<file path="config.mk">
export PLATFORM = sky130hd
export DESIGN_NAME = fx55_dec_display
export DESIGN_NICKNAME = d
export VERILOG_FILES = /design/src/rtl/fx55_dec_display_pkg.sv /design/src/rtl/fx55_dec_display_seg7_decode.sv /design/src/rtl/fx55_dec_display.sv
export SDC_FILE = /design/constraint.sdc
export NUM_CORES = 1
export LEC_CHECK = 0
export CAP_MARGIN = 30
export CORE_ASPECT_RATIO = 0.9
export CORE_MARGIN = 5
export CORE_UTILIZATION = 40
export CTS_CLUSTER_DIAMETER = 60
export DETAILED_ROUTE_END_ITERATION = 10
export GPL_ROUTABILITY_DRIVEN = 1
export SYNTH_ARGS = -nofsm -noshare
export SYNTH_HDL_FRONTEND = slang
export SYNTH_HIERARCHICAL = 1
export SYNTH_SLANG_ARGS = --single-unit
</file>
<file path="constraint.sdc">
create_clock -name CLOCK_50 -period 4.61 [get_ports CLOCK_50]
set_input_delay 0.922 -clock CLOCK_50 [delete_from_list [all_inputs] [get_ports CLOCK_50]]
set_output_delay 0.922 -clock CLOCK_50 [all_outputs]
set_load 0.005 [all_outputs]
</file>
<file path="src/rtl/fx55_dec_display_pkg.sv">
// Shared types, widths, segment constants and value-formation helpers for
// the 5.5 fixed-point to "dd.dd" seven-segment display block.
package fx55_dec_display_pkg;

   typedef enum logic [1:0] {
      IDLE  = 2'd0,
      SHIFT = 2'd1,
      DONE  = 2'd2
   } state_t;

   localparam int IN_W   = 10;
   localparam int INT_W  = 5;
   localparam int FRAC_W = 5;
   localparam int BIN_W  = 12;
   localparam int BCD_W  = 16;
   localparam int CNT_W  = 4;

   // Active-low segments, bit order gfedcba
   localparam logic [6:0] SEG_BLANK = 7'b1111111;
   localparam logic [6:0] SEG_0     = 7'b1000000;
   localparam logic [6:0] SEG_1     = 7'b1111001;
   localparam logic [6:0] SEG_2     = 7'b0100100;
   localparam logic [6:0] SEG_3     = 7'b0110000;
   localparam logic [6:0] SEG_4     = 7'b0011001;
   localparam logic [6:0] SEG_5     = 7'b0010010;
   localparam logic [6:0] SEG_6     = 7'b0000010;
   localparam logic [6:0] SEG_7     = 7'b1111000;
   localparam logic [6:0] SEG_8     = 7'b0000000;
   localparam logic [6:0] SEG_9     = 7'b0010000;

   // Integer part times 100 plus fraction scaled to hundredths.
   // Worst-case scaled fraction is 31*100+16 = 3116, so 12 bits suffice,
   // and the hundredths never exceed 97, so no carry into the integer part.
   function automatic logic [BIN_W-1:0] fx_to_bin(input logic [IN_W-1:0] v,
                                                  input logic rnd);
      logic [BIN_W-1:0] frac_scaled;
      logic [BIN_W-1:0] int_scaled;
      frac_scaled = BIN_W'(v[FRAC_W-1:0]) * BIN_W'(100)
                  + (rnd ? BIN_W'(16) : BIN_W'(0));
      int_scaled  = BIN_W'(v[IN_W-1:FRAC_W]) * BIN_W'(100);
      return int_scaled + {5'b0, frac_scaled[BIN_W-1:FRAC_W]};
   endfunction

   // Double-dabble correction: add 3 to every BCD nibble that is 5 or more
   function automatic logic [BCD_W-1:0] bcd_adjust(input logic [BCD_W-1:0] b);
      logic [BCD_W-1:0] r;
      r = b;
      for (int n = 0; n < BCD_W / 4; n++) begin
         if (b[n*4 +: 4] >= 4'd5)
            r[n*4 +: 4] = b[n*4 +: 4] + 4'd3;
      end
      return r;
   endfunction

   // One double-dabble step: correct, then shift {bcd, bin} left by one
   function automatic logic [BCD_W+BIN_W-1:0] dd_step(input logic [BCD_W-1:0] bcd,
                                                     input logic [BIN_W-1:0] bin);
      logic [BCD_W+BIN_W-1:0] joined;
      joined = {bcd_adjust(bcd), bin};
      return joined << 1;
   endfunction

endpackage

</file>
<file path="src/rtl/fx55_dec_display_seg7_decode.sv">
// Combinational BCD digit to active-low seven-segment (gfedcba) decoder.
// Codes above 9 cannot occur from the converter; they decode to blank.
module seg7_decode
   import fx55_dec_display_pkg::*;
(
   input  logic [3:0] digit,
   output logic [6:0] seg
);

   // Digit lookup
   always_comb begin
      seg = SEG_BLANK;
      case (digit)
         4'd0:    seg = SEG_0;
         4'd1:    seg = SEG_1;
         4'd2:    seg = SEG_2;
         4'd3:    seg = SEG_3;
         4'd4:    seg = SEG_4;
         4'd5:    seg = SEG_5;
         4'd6:    seg = SEG_6;
         4'd7:    seg = SEG_7;
         4'd8:    seg = SEG_8;
         4'd9:    seg = SEG_9;
         default: seg = SEG_BLANK;
      endcase
   end

endmodule

</file>
<file path="src/rtl/fx55_dec_display.sv">
// Converts an unsigned 5.5 fixed-point value to "dd.dd" on four active-low
// seven-segment displays using an iterative double-dabble engine. A one-deep
// pending register holds the newest value that arrives while busy.
module fx55_dec_display
   import fx55_dec_display_pkg::*;
#(
   parameter bit FRAC_ROUND    = 1'b1,
   parameter bit BLANK_LEADING = 1'b1
) (
   input  logic            CLOCK_50,
   input  logic            RESET_N,
   input  logic [IN_W-1:0] in_data,
   input  logic            in_valid,
   output logic            busy,
   output logic            done,
   output logic [6:0]      HEX3,
   output logic [6:0]      HEX2,
   output logic [6:0]      HEX1,
   output logic [6:0]      HEX0
);

   state_t                 state_reg;
   logic [BIN_W-1:0]       bin_reg;
   logic [BCD_W-1:0]       bcd_reg;
   logic [CNT_W-1:0]       cnt_reg;
   logic                   pend_valid_reg;
   logic [IN_W-1:0]        pend_data_reg;
   logic                   done_reg;
   logic [6:0]             hex_reg [4];

   logic [BCD_W+BIN_W-1:0] shift_next;
   logic [6:0]             seg_w [4];
   logic [6:0]             hex3_next;

   assign shift_next = dd_step(bcd_reg, bin_reg);

   // One decoder per BCD nibble; nibble 3 is the tens digit
   for (genvar gi = 0; gi < 4; gi++) begin : g_seg
      seg7_decode u_seg (
         .digit (bcd_reg[gi*4 +: 4]),
         .seg   (seg_w[gi])
      );
   end

   // Leading-zero blanking applies to the tens digit only
   always_comb begin
      hex3_next = seg_w[3];
      if (BLANK_LEADING && (bcd_reg[15:12] == 4'd0))
         hex3_next = SEG_BLANK;
   end

   // Conversion FSM, pending capture and registered display outputs
   always_ff @(posedge CLOCK_50 or negedge RESET_N) begin
      if (!RESET_N) begin
         state_reg      <= IDLE;
         bin_reg        <= '0;
         bcd_reg        <= '0;
         cnt_reg        <= '0;
         pend_valid_reg <= 1'b0;
         pend_data_reg  <= '0;
         done_reg       <= 1'b0;
         for (int n = 0; n < 4; n++)
            hex_reg[n] <= SEG_BLANK;
      end else begin
         done_reg <= 1'b0;
         case (state_reg)
            IDLE: begin
               // A fresh input beats a stale pending value
               if (in_valid || pend_valid_reg) begin
                  bin_reg        <= fx_to_bin(in_valid ? in_data : pend_data_reg,
                                              FRAC_ROUND);
                  bcd_reg        <= '0;
                  cnt_reg        <= '0;
                  pend_valid_reg <= 1'b0;
                  state_reg      <= SHIFT;
               end
            end
            SHIFT: begin
               bcd_reg <= shift_next[BCD_W+BIN_W-1:BIN_W];
               bin_reg <= shift_next[BIN_W-1:0];
               cnt_reg <= cnt_reg + 1'b1;
               if (cnt_reg == CNT_W'(BIN_W - 1))
                  state_reg <= DONE;
               if (in_valid) begin
                  pend_valid_reg <= 1'b1;
                  pend_data_reg  <= in_data;
               end
            end
            DONE: begin
               hex_reg[3] <= hex3_next;
               hex_reg[2] <= seg_w[2];
               hex_reg[1] <= seg_w[1];
               hex_reg[0] <= seg_w[0];
               done_reg   <= 1'b1;
               state_reg  <= IDLE;
               if (in_valid) begin
                  pend_valid_reg <= 1'b1;
                  pend_data_reg  <= in_data;
               end
            end
            default: state_reg <= IDLE;
         endcase
      end
   end

   assign busy = (state_reg != IDLE);
   assign done = done_reg;
   assign HEX3 = hex_reg[3];
   assign HEX2 = hex_reg[2];
   assign HEX1 = hex_reg[1];
   assign HEX0 = hex_reg[0];

endmodule

</file>
# After elaboration in Yosys (flattened, before gate mapping)
# Memories as Yosys holds them, arrays and structs flattened. A register that Yosys moved wholly into a read port is not among the register bits.
# Index checks and enable logic that the tools add are counted.
word_totals:
  ff_bits: 53
  input_bits: 13
  n_memories: 4
  out_inout_bits: 30
  romBits: 448
classes:
  n_lt_le_gt_ge: 4
  n_reduce_logical: 13
  eq_ne: 6
  n_addsub: 7
  mux: 19
  n_mul: 2
mem_list:
  columns: ["memory", "depth", "word_bits", "rd", "rd_ports_with_merged_regs", "write_ports", "line", "rtl"]
  rows:
  - ["(no name shown)", 16, 7, 1, 1, 0, "fx55_dec_display_seg7_decode.sv:13", "case (digit)"]
  - ["(no name shown)", 16, 7, 1, 1, 0, "fx55_dec_display_seg7_decode.sv:13", null]
  - ["(no name shown)", 16, 7, 1, 1, 0, "fx55_dec_display_seg7_decode.sv:13", null]
  - ["(no name shown)", 16, 7, 1, 0, 0, "fx55_dec_display_seg7_decode.sv:13", null]
ops:
  columns: ["op", "n"]
  rows:
  - ["16-bit one-hot mux with 2 select lines", 1]
  - ["12-bit one-hot mux with 2 select lines", 1]
  - ["5-bit by 5-bit multiplier with 10-bit output, second input constant", 2]
  - ["4-bit by 3-bit greater-or-equal comparator with 1-bit output, second input constant", 4]
  - ["16-bit 2-to-1 mux", 1]
  - ["4-bit 2-to-1 mux", 4]
  - ["12-bit by 5-bit adder with 12-bit output, second input constant", 1]
  - ["12-bit by 7-bit adder with 12-bit output", 1]
  - ["4-bit by 2-bit adder with 4-bit output, second input constant", 3]
  - ["12-bit 2-to-1 mux", 1]
  - ["10-bit 2-to-1 mux", 1]
  - ["4-bit one-hot mux with 2 select lines", 1]
  - ["7-bit 2-to-1 mux", 1]
  - ["2-bit nonzero test", 3]
  - ["4-bit by 1-bit adder with 4-bit output, second input constant", 1]
  - ["4-bit equality test, second input constant", 1]
  - ["4-bit logical NOT", 1]
  - ["2-bit 2-to-1 mux", 2]
  - ["2-bit inequality test, second input constant", 2]
  - ["2-bit one-hot mux with 2 select lines", 1]
  - ["2-bit AND reduction", 2]
  - ["3-bit by 2-bit adder with 3-bit output, second input constant", 1]
  - ["1-bit logical NOT", 3]
  - ["1-bit 2-to-1 mux", 3]
  - ["9 further kinds", 9]

# Longest topological paths before layout
depth:
  word_depth: 6
  ltp_mapped: 17
  ltp_nobuf: 16

# Hierarchy
# The synthesis kept the hierarchy.
by_module_without_submodules:
  columns: ["module", "area_per_inst_um2", "seq_area_each_um2", "cells_each", "n_inst"]
  rows:
  - ["fx55_dec_display", 4361.7, 1886.8, 404, 1]
  - ["seg7_decode", 210.2, 0.0, 33, 4]

# Worst setup path before layout
# Ideal clock, no wire load.
synth_timing:
  kind: "input to register"
  from: "in in_valid"
  to: "reg bin_reg[11]"
  setup_slack_ns: -0.521
  required_ns: 4.479
  path_buffers: 1
  arrival_ns: 5.000
  stages: 16
  setup_time_ns: 0.131
  cell_sequence: "buf_1 > mux2_1 > ha_1 > ha_1 > ha_1 > inv_1 > fa_1 > xor2_1 > or3_1 > nor3_2 > xnor3_1 > ha_1 > or2_2 > o22ai_1 > nor4_1 > or3b_1"
synth_between:
  elab_chain_cells: 6
  word_cells_on_any_way: 10
  classes_between: "2 x add/sub; 2 x mul; 1 x eq/ne; 3 x mux; 2 x reduce/logical"
synth_rtl:
  columns: ["element", "line", "rtl"]
  rows:
  - ["from (decl)", "fx55_dec_display.sv:13", "input logic in_valid,"]
  - ["10-bit 2-to-1 mux", null, null]
  - ["5-bit by 5-bit multiplier with 10-bit output", "fx55_dec_display_pkg.sv:38", "frac_scaled = BIN_W'(v[FRAC_W-1:0]) * BIN_W'(100)"]
  - ["12-bit by 5-bit adder with 12-bit output", "fx55_dec_display_pkg.sv:39", "+ (rnd ? BIN_W'(16) : BIN_W'(0));"]
  - ["12-bit by 7-bit adder with 12-bit output", "fx55_dec_display_pkg.sv:41", "return int_scaled + {5'b0, frac_scaled[BIN_W-1:FRAC_W]};"]
  - ["12-bit 2-to-1 mux", "fx55_dec_display.sv:69", "if (in_valid || pend_valid_reg) begin"]
  - ["12-bit one-hot mux with 2 select lines", "fx55_dec_display.sv:66", "case (state_reg)"]
  - ["to (signal assigned)", "fx55_dec_display.sv:70", "bin_reg <= fx_to_bin(in_valid ? in_data : pend_data_reg,"]
  - ["to (signal assigned)", "fx55_dec_display.sv:80", "bin_reg <= shift_next[BIN_W-1:0];"]
  - ["to (decl)", "fx55_dec_display.sv:23", "logic [BIN_W-1:0] bin_reg;"]
# Several ways; a longest one is shown, not always the timed one. The select of a mux whose other input is x is not followed.
# A chain may end at the register's enable or synchronous reset.

# Final worst setup path
layout_timing:
  from: "in in_data[3]"
  to: "reg bin_reg[11]"
layout_between:
  elab_chain_cells: 6
layout_rtl:
  columns: ["element", "line", "rtl"]
  rows:
  - ["from (decl)", "fx55_dec_display.sv:12", "input logic [IN_W-1:0] in_data,"]
  - ["10-bit 2-to-1 mux", null, null]
  - ["5-bit by 5-bit multiplier with 10-bit output", "fx55_dec_display_pkg.sv:38", null]
  - ["12-bit by 5-bit adder with 12-bit output", "fx55_dec_display_pkg.sv:39", null]
  - ["12-bit by 7-bit adder with 12-bit output", "fx55_dec_display_pkg.sv:41", null]
  - ["12-bit 2-to-1 mux", "fx55_dec_display.sv:69", null]
  - ["12-bit one-hot mux with 2 select lines", "fx55_dec_display.sv:66", null]
# Every way passes these cells. The select of a mux whose other input is x is not followed.

==> impl_metrics.sql <==
INSERT INTO impl_metrics (metric_group, metric, value, unit) VALUES
('global_route', 'first_global_vias', '3853', ''),
('sta', 'setup_violations', '0', ''),
('critical_path', 'cpMaxStageDelayCell', 'sky130_fd_sc_hd__clkdlybuf4s50_1', ''),
('sta', 'number_of_pins_with_negative_max_slew_slack_in_the_final_report', '0', ''),
('critical_path', 'crit_family', 'adder cells', ''),
('yosys', 'netlist_top_cells_area', 'sky130_fd_sc_hd__dfrtp_1 (22%), sky130_fd_sc_hd__ha_1 (18%), sky130_fd_sc_hd__dfstp_2 (14%)', ''),
('layout', 'share_of_cells_above_drive_strength_1', '0.203', ''),
('sta', 'fmax', '0.225', 'GHz'),
('sta', 'fin_setup_tns', '0', 'ps'),
('layout', 'insertedDiodeCount', '0', ''),
('yosys', 'synth_top_family_by_area', 'adder cells', ''),
('placement', 'detailed_place_hpwl', '7.75', 'mm'),
('cts', 'cts_max_path_buffers', '2', ''),
('pwr', 'power.combinational.fraction', '0.651', ''),
('critical_path', 'critical_path.endpoint', 'bin_reg[11]', ''),
('placement', 'placedInstanceArea', '5950', 'sq um'),
('yosys', 'synth_edf_count', '0', ''),
('yosys', 'synth_xor_xnor_area_share', '0.0464', ''),
('die', 'design.die.area', '15400', 'sq um'),
('drt', 'route.detailed.vias_per_inst', '5.07', ''),
('global_route', 'wire_length_of_the_first_global_routing_pass', '18.1', 'mm'),
('sta', 'timing.clock.skew', '4.54', 'ps'),
('yosys', 'syn_area', '5200', 'sq um'),
('critical_path', 'critical_path_arrival', '4650', 'ps'),
('drt', 'drc_errors', '0', ''),
('cts', 'htreeDepth', '3', ''),
('sta', 'finalHoldWorstSlack', '503', 'ps'),
('pwr', 'worst_ir_drop_vdd', '0.838', 'mV'),
('yosys', 'ys_top_cells_by_count', 'sky130_fd_sc_hd__ha_1 (73), sky130_fd_sc_hd__nor2_1 (61), sky130_fd_sc_hd__dfrtp_1 (46)', ''),
('global_route', 'grt_start_max_net_pins', '41', ''),
('yosys', 'yosys.area_share.simple', '0.137', ''),
('critical_path', 'critical_path.most_common_cell', 'sky130_fd_sc_hd__ha_1', ''),
('pwr', 'p_switching', '1.92', 'mW'),
('sta', 'tightest_slew', '892', 'ps'),
('min_path', 'holdCritStartpoint', 'pend_data_reg[7]', ''),
('die', 'initial_utilization', '0.408', ''),
('die', 'core.rowCount', '39', ''),
('layout', 'final_design_area_no_fill', '6360', 'sq um'),
('cts', 'tritoncts', 'done', ''),
('yosys', 'share_of_synthesized_area_occupied_by_flip_flops_and_latches', '0.363', ''),
('sta', 'hold_violation_total_from_the_final_report', '0', ''),
('pwr', 'p_leak', '2.80', 'nW'),
('yosys', 'yosysMostFrequentCell', 'sky130_fd_sc_hd__ha_1', ''),
('yosys', 'synth_nets', '625', ''),
('drt', 'vias', '3905', ''),
('critical_path', 'worst_r2r_setup_slack', '750', 'ps'),
('yosys', 'syn_avg_cell_area', '9.71', 'sq um'),
('drt', 'detail_route.wirelength', '10.6', 'mm'),
('critical_path', 'critical_path_buf_inv_count', '3', ''),
('cts', 'clock_tree.root_cell', 'sky130_fd_sc_hd__clkbuf_16', ''),
('cts', 'clock-sinks', '74', ''),
('drt', 'drt-initial-drc-count', '223', ''),
('placement', 'buffer_ports.inserted', '42', ''),
('critical_path', 'critPathLaunchType', 'input pin', ''),
('placement', 'place.gp.congestion', '0.806', ''),
('yosys', 'syn-instance-count', '536', ''),
('outcome', 'run_status', 'completed', ''),
('pwr', 'p_clk_frac', '0.137', ''),
('sta', 'final.period_utilization', '0.963', ''),
('yosys', 'synth_mux_area_frac', '0.0695', ''),
('drt', 'average_wire_per_cell_in_the_routed_design', '13.7', 'um'),
('critical_path', 'crit_path_end_kind', 'flop', ''),
('pwr', 'report.power.total', '4.76', 'mW'),
('cts', 'number_of_buffers_created_by_cts', '9', ''),
('drt', 'ant_nets', '0', ''),
('critical_path', 'cp.depth', '17', ''),
('critical_path', 'worstPathRequired', '4820', 'ps'),
('cts', 'clkSlewWorstSetupHoldPaths', '50', 'ps'),
('critical_path', 'critical_path.max_fanout', '3', ''),
('min_path', 'hold_path.class', 'flop to flop', ''),
('die', 'die_height', '118', 'um');
## kinds of logic (layout without fill, tap and decap cells)
logic type	count (synthesis)	count (layout)
simple gates	146	146
compound gates	123	123
fa+ha+maj	76	76
flops	74	74
buf+inv	59	129
mux	32	32
xor+xnor	26	26
## worst reg2reg max path: cells and delay by family, from the launching register on
kind / cells / cell delay [ps]
and+or+nand+nor: 5 / 1260
muxes: 1 / 300
AOI/OAI and AO/OA: 1 / 140
DFF: 1 / 390
xor gates and xnor gates: 2 / 410
adders and majority gates: 4 / 1190
buffers and inverters: 1 / 50
## power groups by stage
| stage | Combinational, mW | Sequential (mW) | Clock (mW) |
|---|---|---|---|
| finish | 3.10 | 1.01 | 0.652 |
| global placement | 2.77 | 1.01 | 0 |
| floorplan | 1.92 | 0.984 | 0 |
| CTS | 2.86 | 1.01 | 0.677 |
| detailed placement | 2.84 | 1.02 | 0 |
| global route | 3.48 | 1.04 | 0.700 |
## through the flow
| step | instances | setup slack, ps | util |
|---|---|---|---|
| floorplan | 536 | 5.54 | - |
| global placement | 750 | -564 | 0.467 |
| detailed placement | 750 | -644 | 0.467 |
| CTS | 766 | 4.57 | 0.489 |
| global route | 770 | -37.8 | 0.499 |
| finish | 770 | 170 | 0.499 |
## cell usage in the layout, fill, tap and decap left out, types with 3 or more instances in the layout
master                             n
sky130_fd_sc_hd__nor2_1           61
sky130_fd_sc_hd__ha_4              4
sky130_fd_sc_hd__clkbuf_16         9
sky130_fd_sc_hd__clkbuf_1          3
sky130_fd_sc_hd__or2_1             5
sky130_fd_sc_hd__nand2_1          27
sky130_fd_sc_hd__o21ai_1          11
sky130_fd_sc_hd__nand2b_1         21
sky130_fd_sc_hd__dfstp_2          28
sky130_fd_sc_hd__mux2_4            3
sky130_fd_sc_hd__o22ai_1           4
sky130_fd_sc_hd__nand3_1           6
sky130_fd_sc_hd__a22o_1            6
sky130_fd_sc_hd__a22oi_1           7
sky130_fd_sc_hd__xnor2_1          14
sky130_fd_sc_hd__a31oi_1           4
sky130_fd_sc_hd__a21oi_2           6
sky130_fd_sc_hd__o211ai_1          3
sky130_fd_sc_hd__xor2_1            9
sky130_fd_sc_hd__or2b_1            4
sky130_fd_sc_hd__o21ai_0          33
sky130_fd_sc_hd__o22a_1            7
sky130_fd_sc_hd__o32ai_1           3
sky130_fd_sc_hd__buf_4            31
sky130_fd_sc_hd__ha_1             68
sky130_fd_sc_hd__inv_1            36
sky130_fd_sc_hd__a21o_1            3
sky130_fd_sc_hd__dfrtp_1          46
sky130_fd_sc_hd__mux2_2           19
sky130_fd_sc_hd__clkdlybuf4s50_1  40
sky130_fd_sc_hd__a21oi_1          24
sky130_fd_sc_hd__mux2_1            8
## what timing repair did
item | in CTS | in global routing
setup buffers | 0 | 4
gates resized for setup | 3 | 19
pin swaps | 0 | 12
setup endpoints to repair | 7 | 6
hold buffers | 0 | 0
## routing by layer
layer | vias up | track usage | share of wire
met5 | - | 0 | 0
met4 | 0 | 0.0578 | 0.018
met3 | 14 | 0.0194 | 0.030
met2 | 45 | 0.230 | 0.48
met1 | 1860 | 0.191 | 0.48
li1 | 1986 | - | -
## layout make-up
type | instances | area [sq um]
Fill cell | 1120 | 6380
Multi-Input combinational cell | 403 | 3190
Sequential cell | 74 | 1890
Timing Repair Buffer | 74 | 654
Clock buffer | 14 | 264
Tap cell | 164 | 205
Inverter | 39 | 146
Clock inverter | 2 | 12.5
## worst min path at each step
| stage | depth (start not counted) | endpoint |
|---|---|---|
| final | 2 | pend_data_reg[7] |
| after global routing | 2 | bin_reg[3] |
| after CTS | 2 | bin_reg[3] |
| after detailed placement | 2 | bin_reg[2] |
| after global placement | 2 | bin_reg[3] |
| after floorplan | 2 | bin_reg[3] |
(Power assumes the default switching activity.)
==> patch 1, RTL diff (config.mk and constraints unchanged) <==
The 3 states of `state_t` get a one-hot encoding in 3 bits.
--- a/src/rtl/fx55_dec_display_pkg.sv
+++ b/src/rtl/fx55_dec_display_pkg.sv
@@ -4,6 +4,6 @@
 
-   typedef enum logic [1:0] {
-      IDLE  = 2'd0,
-      SHIFT = 2'd1,
-      DONE  = 2'd2
+   typedef enum logic [2:0] {
+      IDLE  = 3'b001,
+      SHIFT = 3'b010,
+      DONE  = 3'b100
    } state_t;
Formal check against the unedited RTL: same outputs for any inputs over 10 cycles, from zero or initial values and one cycle with RESET_N low; not proved beyond that.
==> patch 1 against the unedited design <==
  * Wire length is 2.4% lower
  * Worst setup slack worse by 0.11 ns
  * Die area is 0.33% lower
  * Cell count is 3.0% lower
  * Power is 12% lower
  * Sequential cell count is 1 higher
  * Area after synthesis is 0.36% lower
  * Clock power is 9.7% higher
  * Cell area is 1.6% lower
  * Via count is 1.7% lower
  * Non-clock buffer count is 5 lower
  * First-iteration DRC count is 16% lower
  * Critical endpoint is now bin_reg[10]
  * Largest cell class unchanged
==> patch 1: results (changes against the unedited design) <==
[metrics] run status: complete, no violations (unchanged)
[metrics] library cells used by synthesis: 55 (was 57)
[metrics] fraction of synthesized cell area in xor and xnor cells: 0.0415 (was 0.0464)
[metrics] data arrival time of the worst path: 4.84 ns (was 4.65 ns)
[metrics] Crit Path Max Fanout: 4 (was 3)
[metrics] fraction of synthesized area in multiplexers: 0.0850 (was 0.0695)
[metrics] wire length of the first global-routing pass: 18,000 um (was 18,100 um)
[metrics] total routing resource utilization after global routing: 0.145 (was 0.143)
[metrics] internal power of the cells: 2500 uW (was 2840 uW)
[metrics] setup slack, reg-to-reg: 0.66 ns (was 0.75 ns)
[metrics] min-delay worst type: input port to async pin (was register to register)
[metrics] Critical Path Slowest Stage Cell: sky130_fd_sc_hd__fa_2 (was sky130_fd_sc_hd__clkdlybuf4s50_1)
[metrics] FF-to-FF path depth: 15 (was 14)
[metrics] static power due to leakage: 0.00272 uW (was 0.00280 uW)
[metrics] list of most frequent post-synthesis cells: 68 x sky130_fd_sc_hd__ha_1, 46 x sky130_fd_sc_hd__dfrtp_1, 40 x sky130_fd_sc_hd__o21ai_0, 39 x sky130_fd_sc_hd__nor2_1 (was 73 x sky130_fd_sc_hd__ha_1, 61 x sky130_fd_sc_hd__nor2_1, 46 x sky130_fd_sc_hd__dfrtp_1, 38 x sky130_fd_sc_hd__inv_1, 33 x sky130_fd_sc_hd__o21ai_0)
[metrics] largest stage delay on the critical path: 0.46 ns (was 0.48 ns)
[metrics] startpoint of the lowest-slack register-to-register path: pend_data_reg[0] (was pend_data_reg[2])
[metrics] Met2 Wirelength: 4810 um (was 5030 um)
[metrics] routability congestion estimate: 0.807 (was 0.806)
[metrics] peak ir drop on the vdd network: 441 uV (was 838 uV)
[metrics] compound-gate portion of the synthesized area: 0.157 (was 0.148)
[metrics] DP HPWL: 7290 um (was 7750 um)
[metrics] vias per cell: 5.14 (was 5.07)
[metrics] worst relative slew slack: 0.391 (was 0.405)
[metrics] WL per Instance: 13.8 um (was 13.7 um)
[metrics] first-iteration detailed-routing DRC count: 188 (was 223)
[metrics] adder-cell share of the synthesized area: 0.176 (was 0.187)
-- patch 1: cell count changes after synthesis, sizes merged, moves of 4 or more --
| cell | delta |
|---|---|
| a22oi | -6 |
| buf | +4 |
| ha | -5 |
| o22ai | +8 |
| nor2 | -22 |
| mux2 | +7 |
| xnor2 | -5 |
| o21ai | -5 |
-- patch 1: per-stage QoR --
stage | TNS [ns] | instances | power (uW)
4_1_cts | 0 | 745 | 4140
6_report | 0 | 747 | 4210
2_1_floorplan | 0 | 519 | 2640
3_5_place_dp | -3.69 | 729 | 3380
5_1_grt | -0.133 | 747 | 4610
3_3_place_gp | -3.20 | 729 | 3320
-- patch 1: cell families after synthesis --
kind of cell,after synthesis
compound gates,128
simple gates,126
flops,75
fa+ha+maj,71
buf+inv,57
mux,39
xor+xnor,23
-- patch 1: final cells by class --
| cell class | count | area [um^2] | share of cell area |
|---|---|---|---|
| multi-input cells | 387 | 3070 | 0.491 |
| flip-flops and latches | 75 | 1910 | 0.306 |
| repair buffers | 69 | 636 | 0.102 |
| clock buffers | 13 | 283 | 0.0452 |
| well taps | 164 | 205 | 0.0328 |
| inverters | 36 | 135 | 0.0216 |
| clock inverters | 3 | 17.5 | 0.00280 |
-- patch 1: routing by layer --
| metal | vias to the layer above | track usage |
|---|---|---|
| li1 | 1945 | - |
| met1 | 1838 | 0.192 |
| met3 | 13 | 0.0463 |
| met2 | 44 | 0.226 |
| met5 | - | 0 |
| met4 | 0 | 0.0409 |
-- patch 1: worst max path at each step --
| stage | startpoint | endpoint | slack, ns | cells after the start |
|---|---|---|---|---|
| 2_1_floorplan | in_valid | bin_reg[10] | 0.004 | 15 |
| 3_3_place_gp | in_valid | bin_reg[11] | -0.51 | 15 |
| 3_5_place_dp | in_valid | bin_reg[10] | -0.58 | 15 |
| 4_1_cts | in_data[0] | bin_reg[10] | 0.005 | 15 |
| 5_1_grt | in_data[0] | bin_reg[10] | -0.05 | 16 |
| 6_report | in_data[0] | bin_reg[10] | 0.06 | 16 |
-- patch 1: power groups by stage --
stage	clock network, uW	registers [uW]	logic (uW)
after floorplan	0	888	1750
after global placement	0	918	2400
after detailed placement	0	923	2460
after CTS	728	915	2490
after global routing	756	937	2920
final	715	916	2580
-- patch 1: timing repair --
item / in CTS / in global routing
resized for setup: 1 / 10
setup buffers: 0 / 1
pin swaps: 0 / 4
hold buffers: 0 / 0
endpoints found under the hold margin: 0 / 0
setup endpoints to repair: 6 / 6
-- patch 1: worst max-delay path, delay by kind of cell --
kind                     cells  cell delay [ns]
AO/OA/AOI/OAI                4             0.91
XOR/XNOR                     1             0.15
adder cells (fa/ha/maj)      6             1.86
buffers and inverters        3             0.64
multiplexers                 1             0.28
AND/OR/NAND/NOR              1             0.07
==> patch 2, RTL diff (same flow settings) <==
Made on the original files. Change the package constant `FRAC_W` from 5 to 7.
--- a/src/rtl/fx55_dec_display_pkg.sv
+++ b/src/rtl/fx55_dec_display_pkg.sv
@@ -12,3 +12,3 @@
    localparam int INT_W  = 5;
-   localparam int FRAC_W = 5;
+   localparam int FRAC_W = 7;
    localparam int BIN_W  = 12;
Behaviour: same outputs for any inputs over 10 cycles, from zero or initial values and one cycle with RESET_N low; that may be too few to reach the edited logic, so the function may still have changed.
==> patch 2 against the unedited design <==
  * Sequential cell count unchanged
  * Cell area down 0.28%
  * Sequential share of layout area up 0.082 points
  * Global-route usage up 0.88 points
  * Wire length up 0.29%
  * Non-clock buffer count down 4
  * Via count down 3.9%
  * Maximum frequency down 3.6%
  * Worst setup slack worse by 0.16 ns
  * Power up 4.7%
  * Sequential power down 9.5%
  * Area after synthesis down 3.5%
  * Cell count down 3.4%
==> patch 2: results (changes against the unedited design) <==
[metrics] run status: complete, no violations (unchanged)
[metrics] wire length of the first global-routing pass: 18,200 um (was 18,100 um)
[metrics] Fillers: 1,082 (was 1,120)
[metrics] worst relative slew slack: 0.389 (was 0.405)
[metrics] share of power burned in registers: 0.183 (was 0.212)
[metrics] share of post-route cells with drive strength above 1: 0.243 (was 0.203)
[metrics] cell area reported after detailed placement: 0.00577 mm^2 (was 0.00595 mm^2)
[metrics] list of most frequent post-synthesis cells: 69 x sky130_fd_sc_hd__nor2_1, 61 x sky130_fd_sc_hd__ha_1, 46 x sky130_fd_sc_hd__dfrtp_1, 43 x sky130_fd_sc_hd__o21ai_0 (was 73 x sky130_fd_sc_hd__ha_1, 61 x sky130_fd_sc_hd__nor2_1, 46 x sky130_fd_sc_hd__dfrtp_1, 38 x sky130_fd_sc_hd__inv_1, 33 x sky130_fd_sc_hd__o21ai_0)
[metrics] inverters: 35 (was 39)
[metrics] Seq area share: 0.297 (about the same)
[metrics] routability congestion estimate: 0.769 (was 0.806)
[metrics] Crit Path Max Fanout: 6 (was 3)
[metrics] DP HPWL: 7530 um (was 7750 um)
[metrics] worst clock skew: 0.00564 ns (was 0.00454 ns)
[metrics] fraction of synthesized area in multiplexers: 0.0802 (was 0.0695)
[metrics] adder-cell share of the synthesized area: 0.164 (was 0.187)
[metrics] Net count, final: 656 (was 690)
[metrics] setup slack after placement: -0.915 ns (was -0.644 ns)
[metrics] data arrival time of the worst path: 4.87 ns (was 4.65 ns)
[metrics] Post CTS Setup Buffer Count: 4 (was 0)
[metrics] P_comb: 3320 uW (was 3100 uW)
[metrics] portion of the post-synthesis area used by sequential elements: 0.376 (was 0.363)
[metrics] number of global-route vias before repair: 3,797 (was 3,853)
[metrics] multi-input gate area in the final layout: 0.00316 mm^2 (was 0.00319 mm^2)
[metrics] setup slack, reg-to-reg: 0.33 ns (was 0.75 ns)
[metrics] DR WL met3: 256 um (was 319 um)
[metrics] Rows: 38 (was 39)
[metrics] worst r2r dst: bin_reg[10] (was bin_reg[11])
[metrics] vias per cell: 5.04 (was 5.07)
[patch 2: cell types whose count changed after synthesis, moves of 4 or more]
cell                      before  now
sky130_fd_sc_hd__a21oi_1      26   30
sky130_fd_sc_hd__mux2i_1       2    8
sky130_fd_sc_hd__a22oi_1       7    0
sky130_fd_sc_hd__mux2_1       11    0
sky130_fd_sc_hd__nor2_1       61   69
sky130_fd_sc_hd__xnor2_1      14   10
sky130_fd_sc_hd__o21ai_1      12    1
sky130_fd_sc_hd__nand2_1      27   35
sky130_fd_sc_hd__mux2_2       18   26
sky130_fd_sc_hd__o21ai_0      33   43
sky130_fd_sc_hd__ha_1         73   61
sky130_fd_sc_hd__buf_2         4    9
[patch 2: logic make-up (layout without fill, tap and decap cells)]
kind of cell,count (synthesis),count (layout)
and+or+nand+nor,154,154
muxes,36,36
xor gates and xnor gates,23,23
DFF,74,74
AOI/OAI and AO/OA,112,112
adders and majority gates,64,64
buffers and inverters,56,121
